===== src/rtl/video_render_if.sv =====
// Picture data and pixel-output bundle between the fetch unit, the
// serialiser and the downstream palette stage.
interface video_render_if;
   logic        cend;
   logic        pre_cend;
   logic        fetch_sync;
   logic [63:0] pic_bits;
   logic [1:0]  mode;
   logic        pix_en;
   logic [3:0]  border;
   logic        flash;
   logic [3:0]  color;
   logic        color_stb;

   modport master (
      output cend, pre_cend, fetch_sync, pic_bits, mode, pix_en, border, flash,
      input  color, color_stb
   );

   modport slave (
      input  cend, pre_cend, fetch_sync, pic_bits, mode, pix_en, border, flash,
      output color, color_stb
   );
endinterface


===== src/rtl/video_render.sv =====
// Pixel serialiser: latches a 64-bit fetch word into a shadow buffer and
// emits one 4-bit colour index per pixel strobe, decoding ZX attribute,
// 16-colour or hi-res mono layouts, with border outside the pixel window.
module video_render (
   input  logic          clk,
   input  logic          rst_n,
   video_render_if.slave vif
);
   localparam logic [1:0] MODE_16C   = 2'b01;
   localparam logic [1:0] MODE_HIRES = 2'b10;

   // ZX: byte pair per 8-pixel cell, attribute selects ink/paper and bright
   function automatic logic [3:0] decode_zx(input logic [63:0] sh,
                                            input logic [3:0]  i,
                                            input logic        fl);
      logic [7:0] pix;
      logic [7:0] attr;
      logic       dot;
      pix  = sh[{1'b0, i[3], 4'b0000} +: 8];
      attr = sh[{1'b0, i[3], 4'b1000} +: 8];
      dot  = pix[~i[2:0]] ^ (attr[7] & fl);
      return {attr[6], dot ? attr[2:0] : attr[5:3]};
   endfunction

   // 16-colour: two pixels per byte, high nibble first
   function automatic logic [3:0] decode_16c(input logic [63:0] sh,
                                             input logic [3:0]  i);
      logic [7:0] byt;
      byt = sh[{i[3:1], 3'b000} +: 8];
      return i[0] ? byt[3:0] : byt[7:4];
   endfunction

   // Hi-res: bytes 0..3 are pixel bits, bytes 4..7 the matching attributes
   function automatic logic [3:0] decode_hires(input logic [63:0] sh,
                                               input logic [4:0]  i);
      logic [7:0] byt;
      logic [7:0] attr;
      byt  = sh[{1'b0, i[4:3], 3'b000} +: 8];
      attr = sh[{1'b1, i[4:3], 3'b000} +: 8];
      return byt[~i[2:0]] ? attr[3:0] : attr[7:4];
   endfunction

   logic [63:0] shadow_p0;
   logic [4:0]  idx_p0;
   logic        hires_p0;
   logic        ps_p0;
   logic [4:0]  idx_next_p0;
   logic [3:0]  pix_p0;
   logic [3:0]  color_p1;
   logic        vld_p1;

   // Strobe selection, index advance and pixel decode from the shadow buffer
   always_comb begin
      hires_p0    = (vif.mode == MODE_HIRES);
      ps_p0       = hires_p0 ? (vif.cend | vif.pre_cend) : vif.cend;
      // lo-res periods are 16 pixels, so idx[4] is dropped and never set
      idx_next_p0 = hires_p0 ? idx_p0 + 5'd1 : {1'b0, idx_p0[3:0] + 4'd1};
      case (vif.mode)
         MODE_16C:   pix_p0 = decode_16c(shadow_p0, idx_p0[3:0]);
         MODE_HIRES: pix_p0 = decode_hires(shadow_p0, idx_p0);
         default:    pix_p0 = decode_zx(shadow_p0, idx_p0[3:0], vif.flash);
      endcase
   end

   // Shadow load and pixel index; a load clears idx and overrides the advance
   always_ff @(posedge clk or negedge rst_n) begin
      if (!rst_n) begin
         shadow_p0 <= '0;
         idx_p0    <= '0;
      end else if (vif.fetch_sync) begin
         shadow_p0 <= vif.pic_bits;
         idx_p0    <= '0;
      end else if (ps_p0) begin
         idx_p0    <= idx_next_p0;
      end
   end

   // ---- stage p0 -> p1: registered colour and one-clock strobe ----
   // Output register: border outside the window, decoded pixel inside
   always_ff @(posedge clk or negedge rst_n) begin
      if (!rst_n) begin
         color_p1 <= '0;
         vld_p1   <= 1'b0;
      end else begin
         vld_p1 <= ps_p0;
         if (ps_p0) begin
            color_p1 <= vif.pix_en ? pix_p0 : vif.border;
         end
      end
   end

   assign vif.color     = color_p1;
   assign vif.color_stb = vld_p1;
endmodule


===== src/flat_wrapper.sv =====
// flat-port wrapper written by rule: the top's interface ports become plain ports
module video_render_flat 
  (clk, rst_n, vif_cend, vif_pre_cend, vif_fetch_sync, vif_pic_bits, vif_mode, vif_pix_en, vif_border, vif_flash, vif_color, vif_color_stb);
  video_render_if vif_i ();
  input  logic clk;
  input  logic rst_n;
  input wire logic [$bits(vif_i.cend)-1:0] vif_cend;
  input wire logic [$bits(vif_i.pre_cend)-1:0] vif_pre_cend;
  input wire logic [$bits(vif_i.fetch_sync)-1:0] vif_fetch_sync;
  input wire logic [$bits(vif_i.pic_bits)-1:0] vif_pic_bits;
  input wire logic [$bits(vif_i.mode)-1:0] vif_mode;
  input wire logic [$bits(vif_i.pix_en)-1:0] vif_pix_en;
  input wire logic [$bits(vif_i.border)-1:0] vif_border;
  input wire logic [$bits(vif_i.flash)-1:0] vif_flash;
  output wire logic [$bits(vif_i.color)-1:0] vif_color;
  output wire logic [$bits(vif_i.color_stb)-1:0] vif_color_stb;
  assign vif_i.cend = vif_cend;
  assign vif_i.pre_cend = vif_pre_cend;
  assign vif_i.fetch_sync = vif_fetch_sync;
  assign vif_i.pic_bits = vif_pic_bits;
  assign vif_i.mode = vif_mode;
  assign vif_i.pix_en = vif_pix_en;
  assign vif_i.border = vif_border;
  assign vif_i.flash = vif_flash;
  assign vif_color = vif_i.color;
  assign vif_color_stb = vif_i.color_stb;
  video_render u_core (.clk(clk), .rst_n(rst_n), .vif(vif_i));
endmodule

===== config.mk =====
export PLATFORM = sky130hd
export DESIGN_NAME = video_render_flat
export DESIGN_NICKNAME = d
export VERILOG_FILES = /design/src/rtl/video_render_if.sv /design/src/rtl/video_render.sv /design/src/flat_wrapper.sv
export SDC_FILE = /design/constraint.sdc
export NUM_CORES = 1
export LEC_CHECK = 0
export ABC_AREA = 1
export BUFFER_PORTS_ARGS = -buffer_cell sky130_fd_sc_hd__buf_2
export CAP_MARGIN = 20
export CORE_MARGIN = 2
export CORE_UTILIZATION = 51
export DETAILED_ROUTE_END_ITERATION = 8
export PLACE_DENSITY = 0.77
export SETUP_SLACK_MARGIN = 0.15
export SYNTH_ARGS = -nofsm -noshare
export SYNTH_HDL_FRONTEND = slang
export SYNTH_SLANG_ARGS = --single-unit

===== constraint.sdc =====
create_clock -name clk -period 1.5 [get_ports clk]
set_input_delay 0.15 -clock clk [delete_from_list [all_inputs] [get_ports clk]]
set_output_delay 0.15 -clock clk [all_outputs]
set_load 0.01 [all_outputs]

# Yosys cells after proc, flatten, opt, wreduce, memory -nomap -nowiden
# Cells that the tools add are included.
# op_classes
muxes	13
eq_ne	2
reduce_logical	1
addsub	2
magnitude_cmp	1
n_shift	5
bitwise_logic	4
# op_table
operator	count
64-bit by 6-bit indexed part select with 8-bit output	3
64-bit by 7-bit indexed part select with 8-bit output	2
5-bit 2-to-1 mux	3
4-bit 2-to-1 mux	3
4-bit one-hot mux with 2 select lines	1
1-bit binary-select mux with 3-bit select	2
5-bit by 1-bit adder with 5-bit output (second input constant)	1
4-bit by 1-bit adder with 4-bit output (second input constant)	1
3-bit by 4-bit less-than comparator with 1-bit output (second input constant)	1
1-bit 2-to-1 mux	3
3-bit 2-to-1 mux	1
3-bit inverter	1
2-bit by 1-bit equality test with 1-bit output (second input constant)	1
2-bit equality test (second input constant)	1
2-bit nonzero test	1
1-bit AND	1
1-bit OR	1
1-bit XOR	1
# word_totals
wordCells	32
out_inout_bits	5
ff_bits	74
in_bits	77

# Depth between registers and ports, before layout
# depth
depth_word	7
depth_mapped	17
mapped_depth_nobuf	16

# Worst setup path before layout
# Ideal clock, no wire load.
# synth_path
kind	register to register
startpoint	reg u_core.idx_p0[3]
endpoint	reg u_core.color_p1[0] (netlist: u_core.vif.color[0])
arrival_ns	1.448
path_stages_with_launch	17
setup_slack_ns	-0.064
t_required_ns	1.384
synth_period_minus_slack_ns	1.564
path_cell_list	dfrtp_1 -> buf_6 -> inv_6 -> buf_6 -> nand2_1 -> nand3_1 -> nand3_1 -> nand3_1 -> nand3_2 -> nand2_2 -> nand2_1 -> nand3_1 -> nand2_1 -> nand2_1 -> nand2_1 -> nand2_1 -> nand2_1
# synth_via
elab_chain_cells	7
word_cells_on_any_way	16
# synth_rtl
item	line	rtl
from (decl)	video_render.sv:44	logic [4:0] idx_p0;
from (signal assigned)	video_render.sv:74	idx_p0 <= idx_next_p0;
64-bit by 6-bit indexed part select with 8-bit output	video_render.sv:19	pix = sh[{1'b0, i[3], 4'b0000} +: 8];
1-bit binary-select mux with 3-bit select	video_render.sv:21	dot = pix[~i[2:0]] ^ (attr[7] & fl);
1-bit 2-to-1 mux (not written as such)	video_render.sv:21	
1-bit XOR	video_render.sv:21	
3-bit 2-to-1 mux	video_render.sv:22	return {attr[6], dot ? attr[2:0] : attr[5:3]};
4-bit one-hot mux with 2 select lines *	video_render.sv:58	case (vif.mode)
4-bit 2-to-1 mux *	video_render.sv:87	color_p1 <= vif.pix_en ? pix_p0 : vif.border;
to (signal assigned)	video_render.sv:87	
to (decl)	video_render.sv:49	logic [3:0] color_p1;
# Mark *: on every way between the ends. The rest lies on a longest branch, timed or not. The select of a mux whose other input is x is not followed.
# A chain may end at the register's enable or synchronous reset.

# Final worst setup path
# layout_path
startpoint	reg u_core.idx_p0[3]
endpoint	reg u_core.color_p1[1] (netlist: u_core.vif.color[1])
# Same word-level chain as after synthesis.

==> results.cfg <==
[run_status]
outcome = complete, but fails checks
violations = negative setup slack

[sta]
min_period_ns = 1.823
slew_viol_final = 0
fmax_ghz = 0.5485
setup_viol = 4
setup_slack_ns = -0.3233
min_period_over_period = 1.216
tightest_slew_ns = 0.4236
hold_viol_final = 0
skew_ns = 0.01636
setup_tns_ns = -1.228
rsz0062_at_grt = true
relSlewSlack = 0.7176

[critical_path]
worst-path-max-fanout = 11
crit_buf_inv = 2
crit_path_top_delay_cell = dfrtp_2
endpoint_kind = register
crit_family = simple AND/OR/NAND/NOR gates
critPathLaunchType = register
timing.rr.end = u_core.vif.color[1]$_DFFE_PN0P_
max_stage_delay_ns = 0.44
critPathRequiredTime_ns = 1.76
cp_common_cell = nand2_2
arrival_ns = 2.09
cp_cell_sequence = buf_8 > clkinv_8 > nand2_1 > nand3_1 > nand3_1 > nand3_2 > nand3_2 > nand2_4 > nand2_2 > nand3_2 > nand2_2 > nand2_2 > nand2_2 > nand2_2 > nand2_1
rr_startpoint = u_core.idx_p0[3]$_DFFE_PN0P_
ff2ff_path_depth = 15
rrSetupSlack_ns = -0.32
crit_type = reg2reg

[synthesis]
yosysTopAreaCellShare = 0.4153
synth_compound_gate_area_share = 0.1748
netlist_top_cells_count = nand2_1 (222), o21ai_0 (86), dfrtp_1 (74)
synth.avg_cell_area_sq_um = 6.903
synth-simple-area-share = 0.3044
synth_cell_types = 28
synth_top_family_by_area = simple AND/OR/NAND/NOR gates
synth_xor_area_frac = 0.001964
ys.flop_type = dfrtp_1
ys_async_sr_fraction = 1.000
synth.most_common_cell = nand2_1
synth_area_sq_um = 4459
yosys-mux-area-fraction = 0
synth_top_cells_by_area = dfrtp_1 (42%), nand2_1 (19%), o21ai_0 (9.7%), nand3_1 (7.4%), a21oi_1 (5.3%)
synth-edff-count = 0
ys_ff_latch = 74
yosys_warnings = 0
synth_cells = 646
synth_top_area_cell = dfrtp_1
yosysSeqAreaShare = 0.4153
synth_nets = 726
synth_fa_ha_area_frac = 0.008418

[clock_tree]
max-clock-path-buffers = 2
clk_latency_ns = 0.36
cts_root_buf = clkbuf_8
cts_buffers = 9
clkTransAtPathRegs_ns = 0.09
clock-sinks = 74
cts_tree = built
cts_htree_levels = 3

[power]
power.density_nw_per_um2 = 875.0
ir_drop_v = 0.0005761
p_leak_nw = 2.996

[grt]
grt_pass1_vias = 4601
grt_max_degree = 75
grt_pass1_wl_um = 22300
grt-ovfl-total = 0
gr-usage-all-layers = 0.2891
antenna_found_initial = 0

[drt]
wl_um = 13260
ant_nets = 0
viasPerCell = 5.412
dr.pass1.iters = 6
vias = 4860
wire_per_inst_um = 14.76
drc = 0
drt_iter0_drc = 396

[floorplan]
core_sq_um = 8593
ioPinCount = 82
die_w_um = 97.51
initial_utilization = 0.5189
rows = 34
die_h_um = 97.51
dieArea_sq_um = 9507

[worst_hold_path]
hold_path_startpoint = vif_pic_bits[54]
min_path_type = in2reg
hold_end = u_core.shadow_p0[54]$_DFFE_PN0P_
worst_hold_path.num_cells = 3

[run]
maxCapViolations = 0

[cells_and_area]
fillers = 752
syn_to_final_growth_pct = 31.82
regArea_sq_um = 1856
drive_gt1_frac = 0.2494
finalNetCount = 865
multi_input_area_sq_um = 2276
diodes = 0
instances_no_fill = 898

[placed_design]
io_buffers = 81
gp_congestion = 0.9395
dp_cells = 849
dpl.hpwl_um = 9382
pre_cts_ws_ns = -0.3247
## placed cells by master (no fill, tap or decap), drive strengths merged
| cell | Yosys | final |
|---|---|---|
| a31oi | 2 | 2 |
| nor3 | 1 | 1 |
| buf | 26 | 141 |
| o21ai | 87 | 87 |
| nor2 | 26 | 26 |
| nand3 | 69 | 69 |
| inv | 49 | 50 |
| a22oi | 1 | 1 |
| bufinv | 0 | 1 |
| clkinv | 2 | 4 |
| o21a | 6 | 6 |
| clkinvlp | 0 | 2 |
| nand2 | 230 | 230 |
| xor2 | 1 | 1 |
| dlygate4sd3 | 0 | 27 |
| a21oi | 47 | 47 |
| dfrtp | 74 | 74 |
| clkbuf | 15 | 11 |
| ha | 3 | 3 |
| o211ai | 5 | 5 |
| o22ai | 1 | 1 |
| nor4 | 1 | 1 |
## where the power goes
group	switching (W)	total (W)	internal [W]
Sequential	0.000134	0.00231	0.00217
Combinational	0.000697	0.00120	0.000505
Clock	0.000811	0.00164	0.000824
Total	0.00164	0.00514	0.00350
## worst max path at each step
stage	end	slack, ns	depth (start not counted)	startpoint
floorplan	u_core.vif.color[0]$_DFFE_PN0P_	-0.05	16	u_core.idx_p0[3]$_DFFE_PN0P_
detailed placement	u_core.vif.color[1]$_DFFE_PN0P_	-0.32	14	u_core.idx_p0[3]$_DFFE_PN0P_
finish	u_core.vif.color[1]$_DFFE_PN0P_	-0.32	15	u_core.idx_p0[3]$_DFFE_PN0P_
CTS	u_core.vif.color[1]$_DFFE_PN0P_	-0.27	17	u_core.idx_p0[3]$_DFFE_PN0P_
global route	u_core.vif.color[1]$_DFFE_PN0P_	-0.45	17	u_core.idx_p0[3]$_DFFE_PN0P_
global placement	u_core.vif.color[1]$_DFFE_PN0P_	-0.28	14	u_core.idx_p0[3]$_DFFE_PN0P_
## routing by layer
| metal | global-route usage | vias up | wire [um] | share of wire |
|---|---|---|---|---|
| met2 | 0.4313 | 241 | 5782 | 0.44 |
| met5 | 0 | - | 0 | 0 |
| met3 | 0.04676 | 32 | 1023 | 0.077 |
| li1 | - | 2375 | - | - |
| met1 | 0.4278 | 2212 | 6131 | 0.46 |
| met4 | 0.1004 | 0 | 318 | 0.024 |
## timing repair
item,in CTS,in global routing
buffers inserted,5,0
pin swaps,7,12
endpoints found under the setup margin,4,7
gates resized for setup,14,26
hold endpoints to repair,100,0
hold buffers,27,0
gates cloned,1,0
## flip-flops by register name (all words and copies together) (netlist names)
name and count:
u_core.shadow_p0 64, u_core.idx_p0 5, u_core.vif.color 4, u_core.vif.color_stb 1
## through the flow
step / util / hold slack (ns) / total power (W) / area [sq um]
2_1_floorplan: - / -0.1456 / 0.002938 / 4469
4_1_cts: 0.6736 / 0.0003566 / 0.005095 / 5788
3_3_place_gp: 0.6091 / 0.2063 / 0.003375 / 5234
5_1_grt: 0.6840 / 0.008839 / 0.005421 / 5878
3_5_place_dp: 0.6091 / 0.2077 / 0.003409 / 5234
6_report: 0.6840 / 0.003339 / 0.005143 / 5878
## logic make-up (layout without fill, tap and decap cells)
kind of cell,Yosys count,after routing
AND/OR/NAND/NOR,327,327
adder cells (fa/ha/maj),3,3
AO/OA/AOI/OAI,149,149
XOR/XNOR,1,1
buffers and inverters,92,236
flip-flops,74,74
## worst min-delay path, stage by stage
cell and delay (ns):
buf_2 0.08, nand2_1 0.04, o21ai_0 0.06
## cell type report
type                            instances  share of cell area
Tap cell                              108             0.02299
Inverter                               51             0.03470
Clock inverter                          5             0.01064
Multi-Input combinational cell        480              0.3872
Timing Repair inverter                  1            0.001064
Timing Repair Buffer                  168              0.2037
Clock buffer                           11             0.02405
Sequential cell                        74              0.3157
No activity file was read; power rests on OpenSTA's default activity.
